[config.mk]
export PLATFORM = sky130hd
export DESIGN_NAME = or_nway_pipe
export DESIGN_NICKNAME = d
export VERILOG_FILES = /design/src/rtl/or_nway_pipe.sv
export SDC_FILE = /design/constraint.sdc
export NUM_CORES = 1
export LEC_CHECK = 0
export ABC_CLOCK_PERIOD_IN_PS = 2600
export CAP_MARGIN = 20
export CORE_MARGIN = 1
export CORE_UTILIZATION = 25
export CTS_BUF_LIST = sky130_fd_sc_hd__clkbuf_16
export DETAILED_ROUTE_END_ITERATION = 12
export PLACE_DENSITY = 0.48
export SLEW_MARGIN = 5
export SYNTH_ARGS = -nofsm -noshare
export SYNTH_HDL_FRONTEND = slang
export SYNTH_SLANG_ARGS = --single-unit
[constraint.sdc]
create_clock -name clk -period 2.6 [get_ports clk]
set_input_delay 0.26 -clock clk [delete_from_list [all_inputs] [get_ports clk]]
set_output_delay 0.26 -clock clk [all_outputs]
set_load 0.005 [all_outputs]
[src/rtl/or_nway_pipe.sv]
// ============================================================================
// Module   : or_nway_pipe
// Purpose  : Pipelined N-way OR/AND/XOR/NOR reduction tree with sticky hit
//            flag and saturating hit counter.
// Revision : 1.0 - initial release
// ============================================================================
`default_nettype none

module or_nway_pipe #(
    parameter int WIDTH = 16
) (
    input  logic             clk,
    input  logic             reset,
    input  logic             in_valid,
    input  logic [WIDTH-1:0] in,
    input  logic [1:0]       op,
    input  logic             clear,
    output logic             out_valid,
    output logic             out,
    output logic             any_seen,
    output logic [15:0]      hit_count
);

    localparam int LAT        = $clog2(WIDTH);
    // Every level is packed into one vector: level k starts at 2*WIDTH-2*(WIDTH>>k).
    localparam int TOTAL_BITS = 2 * WIDTH - 1;
    localparam int FINAL_BIT  = TOTAL_BITS - 1;

    logic [TOTAL_BITS-1:0] data_d, data_q;
    logic [LAT:0]          valid_d, valid_q;
    logic [LAT-1:0][1:0]   op_d, op_q;
    logic                  any_seen_d, any_seen_q;
    logic [15:0]           hit_count_d, hit_count_q;
    logic                  red_bit;

    function automatic int lvl_off(input int k);
        return 2 * WIDTH - 2 * (WIDTH >> k);
    endfunction

    function automatic logic reduce2(input logic [1:0] sel, input logic a, input logic b);
        case (sel)
            2'b01:   return a & b;
            2'b10:   return a ^ b;
            default: return a | b;
        endcase
    endfunction

    always_comb begin
        data_d            = data_q;
        red_bit           = 1'b0;
        data_d[WIDTH-1:0] = in;
        valid_d           = {valid_q[LAT-1:0], in_valid};
        op_d[0]           = op;
        for (int k = 1; k < LAT; k++) begin
            op_d[k] = op_q[k-1];
        end
        for (int k = 1; k <= LAT; k++) begin
            for (int i = 0; i < WIDTH / 2; i++) begin
                if (i < (WIDTH >> k)) begin
                    red_bit = reduce2(op_q[k-1],
                                      data_q[lvl_off(k-1) + 2*i],
                                      data_q[lvl_off(k-1) + 2*i + 1]);
                    if (k == LAT) begin
                        // Final bit is the visible result: it holds across bubbles.
                        if (valid_q[LAT-1]) begin
                            data_d[FINAL_BIT] = red_bit ^ (op_q[LAT-1] == 2'b11);
                        end
                    end else begin
                        data_d[lvl_off(k) + i] = red_bit;
                    end
                end
            end
        end
    end

    // Clear is applied first so a result on the same edge still counts.
    always_comb begin
        any_seen_d  = clear ? 1'b0  : any_seen_q;
        hit_count_d = clear ? 16'd0 : hit_count_q;
        if (valid_q[LAT] && data_q[FINAL_BIT]) begin
            any_seen_d = 1'b1;
            if (hit_count_d != 16'hFFFF) begin
                hit_count_d = hit_count_d + 16'd1;
            end
        end
    end

    always_ff @(posedge clk or posedge reset) begin
        if (reset) begin
            data_q      <= '0;
            valid_q     <= '0;
            op_q        <= '0;
            any_seen_q  <= 1'b0;
            hit_count_q <= 16'd0;
        end else begin
            data_q      <= data_d;
            valid_q     <= valid_d;
            op_q        <= op_d;
            any_seen_q  <= any_seen_d;
            hit_count_q <= hit_count_d;
        end
    end

    assign out_valid = valid_q[LAT];
    assign out       = data_q[FINAL_BIT];
    assign any_seen  = any_seen_q;
    assign hit_count = hit_count_q;

endmodule

`default_nettype wire

==> metrics.md <==
| Metric | Value |
|---|---|
| Final-stage net count | roughly 360 |
| CP Max Fanout | 6 |
| Fraction of final layout cells with drive strength greater than 1 | around 8.2% |
| Setup Fix Bufs, Post-CTS | 0 |
| Power density normalized to cell area | around 650 nW/um2 |
| Number of flops mapped to enable cells by yosys | 0 |
| Buffers from clock root to sink, at most | 2 |
| Achievable Freq | around 460 MHz |
| Static leakage power | 1.78 nW |
| Cell count after synthesis | between 200 and 300 |
| Crit path time final | approximately 2200 ps |
| Post-synthesis cell type count | 32 |
| Startpoint types | input port |
| Number of placement rows | 39 |
| Run status | finished, final reports clean |
| Cell count after placement | approximately 430 |
| Max-slew violations | 0 |
| Type of the worst setup path | input port to flop |
| Area grow syn2layout | 29.7% |
| Clock root cell | clkbuf_16 |
| Number of vias per cell after detailed routing | between 4 and 5 |
| Initial core utilization | between 20% and 30% |
| Number of detailed-route iterations in the first pass | 4 |
| DRC violation total after the first TritonRoute iteration | 54 |
| Clock latency at the later pin of the worst-skew pair | 320 ps |
| Worst hold-check slack | between 300 and 400 ps |
| Setup_tns | 0 ps |
| Finished Layout Cells | around 450 |
| H-tree levels | 3 |
| Number of nets produced by synthesis | 316 |
| Wire length after detailed routing | 4950 um |
| Worst Max-Slew Pin Slew | about 480 ps |
| Total congestion overflow after global routing | 0 |
| Mean cell area of the mapped netlist | ~12 um2 |
| Critical Path Sink Type | flop |
| Horiz. Die Dim | roughly 110 um |
| Num ports | 41 |
| Share of flip-flops with an asynchronous set or reset | 100% |
| Routed length per instance | 11.0 um |
| Leading register cell type out of synthesis | dfrtp_1 |
| Worst-case headroom to the max-slew limit | roughly two thirds |
| Critical Path RT | approximately 2800 ps |
| Via count of the first global-routing pass | roughly 1,900 |
| Final count of negative-setup-slack endpoints | 0 |
| Max-cap violation count | 0 |
| Number of sinks on the clock net | 61 |
| Yosys synthesis warning count | 0 |
| Buffers on Ports | 40 |
| Count of cells resized by post-cts repair | 0 |
| Multi-input gate area in the final layout | roughly 1200 um2 |
| Number of register bits inferred by synthesis | 61 |
| Antenna-violating nets left | 0 |
| Antenna diode instance count | 0 |
| Count of hold-fix buffers inserted at cts | 0 |
| Hold Crit Class | input port to async pin |
| Total Routing Usage GR | about a tenth |
| Core ar. | 11,400 um2 |
| Half-perimeter wire length after placement | between 3000 and 4000 um |
| Data arrival time at the worst-slack endpoint | roughly 2400 ps |
| Largest net degree at the start of global routing | between 60 and 70 |
| Setup repair after global routing missed its margin | no |
| Antenna violations before repair | 0 |
| Period Utilization, post-route | 82.7% |
| Clock tree from TritonCTS | done |
| Area of all sequential standard cells | around 1500 um2 |
| Final Hold Fails | 0 |
| Total vias in the final route | 1,897 |
| Max IR drop VDD | ~320 uV |
| First-pass GRT wire length | slightly below 9000 um |
| Number of DRC violations after detailed routing | 0 |
| Die ar. | about 12,000 um2 |
| Sequential-to-total area share from yosys stat | between 50% and 60% |
| Fill cell instance count of the final layout | around 1,200 |
| Clock skew after layout | 7.39 ps |
| GPL Wtd Cong | between 0.7 and 0.8 |
| Die Height | 110 um |
| Summed instance area of the synthesized netlist | ~2900 um2 |
| CTS Buf Count | 9 |
| Clock-pin slew reported for the worst setup and hold paths after clock tree synthesis | about 50 ps |
-- power breakdown --
group	internal (mW)	leakage [nW]	switching, mW
registers	1.02	0.744	0.0429
logic	0.143	0.889	0.137
clock network	0.726	0.147	0.398
total	1.89	1.78	0.578
-- registers in the layout, summed over array words and instances (netlist names) --
signal / count
valid_q: 5
any_seen: 1
op_q: 2
data_q: 31
hit_count: 16
op_d: 6
-- layout by cell type, fill, tap and decap left out, types with 3 or more instances in the layout --
cell type	netlist	final
a211oi_1	3	3
a21oi_1	18	18
a221oi_1	15	15
buf_4	0	3
clkbuf_16	0	9
clkdlybuf4s50_1	0	40
dfrtp_1	61	61
ha_1	40	40
inv_1	41	42
nand2_1	6	6
nand3_1	4	4
nand4_1	4	4
nor2_1	13	13
nor2b_1	7	7
xnor2_1	13	13
-- layout make-up --
cell class,instances,share of cell area [%]
Inverter,41,4.04
Timing Repair Buffer,44,11.6
Multi-Input combinational cell,144,32.2
Clock inverter,7,1.54
Tap cell,143,4.69
Clock buffer,9,5.91
Sequential cell,61,40.0
-- cell families (layout without fill, tap and decap cells) --
family / after synthesis / in the layout / share of synthesized area, %
flops: 61 / 61 / 51.9
mux: 2 / 2 / 0.893
fa+ha+maj: 40 / 40 / 17.0
compound gates: 41 / 41 / 10.3
simple gates: 46 / 46 / 9.06
buf+inv: 49 / 101 / 6.34
xor+xnor: 15 / 15 / 4.47
-- through the flow --
| stage | utilization (%) | setup WS (ps) | instance area, um2 | total power, mW |
|---|---|---|---|---|
| after floorplan | - | 440 | 2940 | 1.25 |
| after global placement | 30.9 | 223 | 3530 | 1.36 |
| after detailed placement | 30.9 | 133 | 3530 | 1.37 |
| after CTS | 33.4 | 459 | 3810 | 2.52 |
| after global routing | 33.4 | 352 | 3810 | 2.62 |
| final | 33.4 | 449 | 3810 | 2.47 |
-- path summary, 6_finish.rpt --
path                                   startpoint                      to  slack, ps  cells after the start
max                                         clear  hit_count[8]$_DFF_PP0_        450                      8
min                                         reset  hit_count[1]$_DFF_PP0_        310                      3
max reg2reg                hit_count[0]$_DFF_PP0_  hit_count[8]$_DFF_PP0_        460                      7
min reg2reg                  valid_q[0]$_DFF_PP0_    valid_q[1]$_DFF_PP0_        340                      0
max in group asynchronous                   reset     data_q[0]$_DFF_PP0_       2020                      3
min in group clk             valid_q[0]$_DFF_PP0_    valid_q[1]$_DFF_PP0_        340                      0
-- worst max-delay path: stages --
cell and delay, ps:
clkdlybuf4s50_1 460, nor2b_1 220, ha_1 230, nand3_1 180
nor4_4 370, a21oi_4 130, and4_4 210, mux2_4 290
-- cells in the mapped netlist (all sizes together), types with 4 or more instances --
| cell | instances | area (um2) |
|---|---|---|
| nor2 | 13 | 48.8 |
| nor2b | 7 | 43.8 |
| clkbuf | 5 | 18.8 |
| ha | 40 | 500 |
| a21oi | 19 | 106 |
| a221oi | 15 | 131 |
| nand3 | 4 | 20.0 |
| nand4 | 4 | 25.0 |
| xnor2 | 13 | 114 |
| inv | 41 | 154 |
| dfrtp | 61 | 1530 |
| nand2 | 6 | 22.5 |
-- layer usage --
layer  vias up  track usage (%)  share of wire (%)  wire length [um]
met5         -                0                  0                 0
met4         0             6.13                2.7               133
met3        10             2.63                3.2               159
met2        33             14.8                 49              2430
met1       906             11.0                 45              2220
li1        948                -                  -                 -
(Power assumes the default switching activity.)
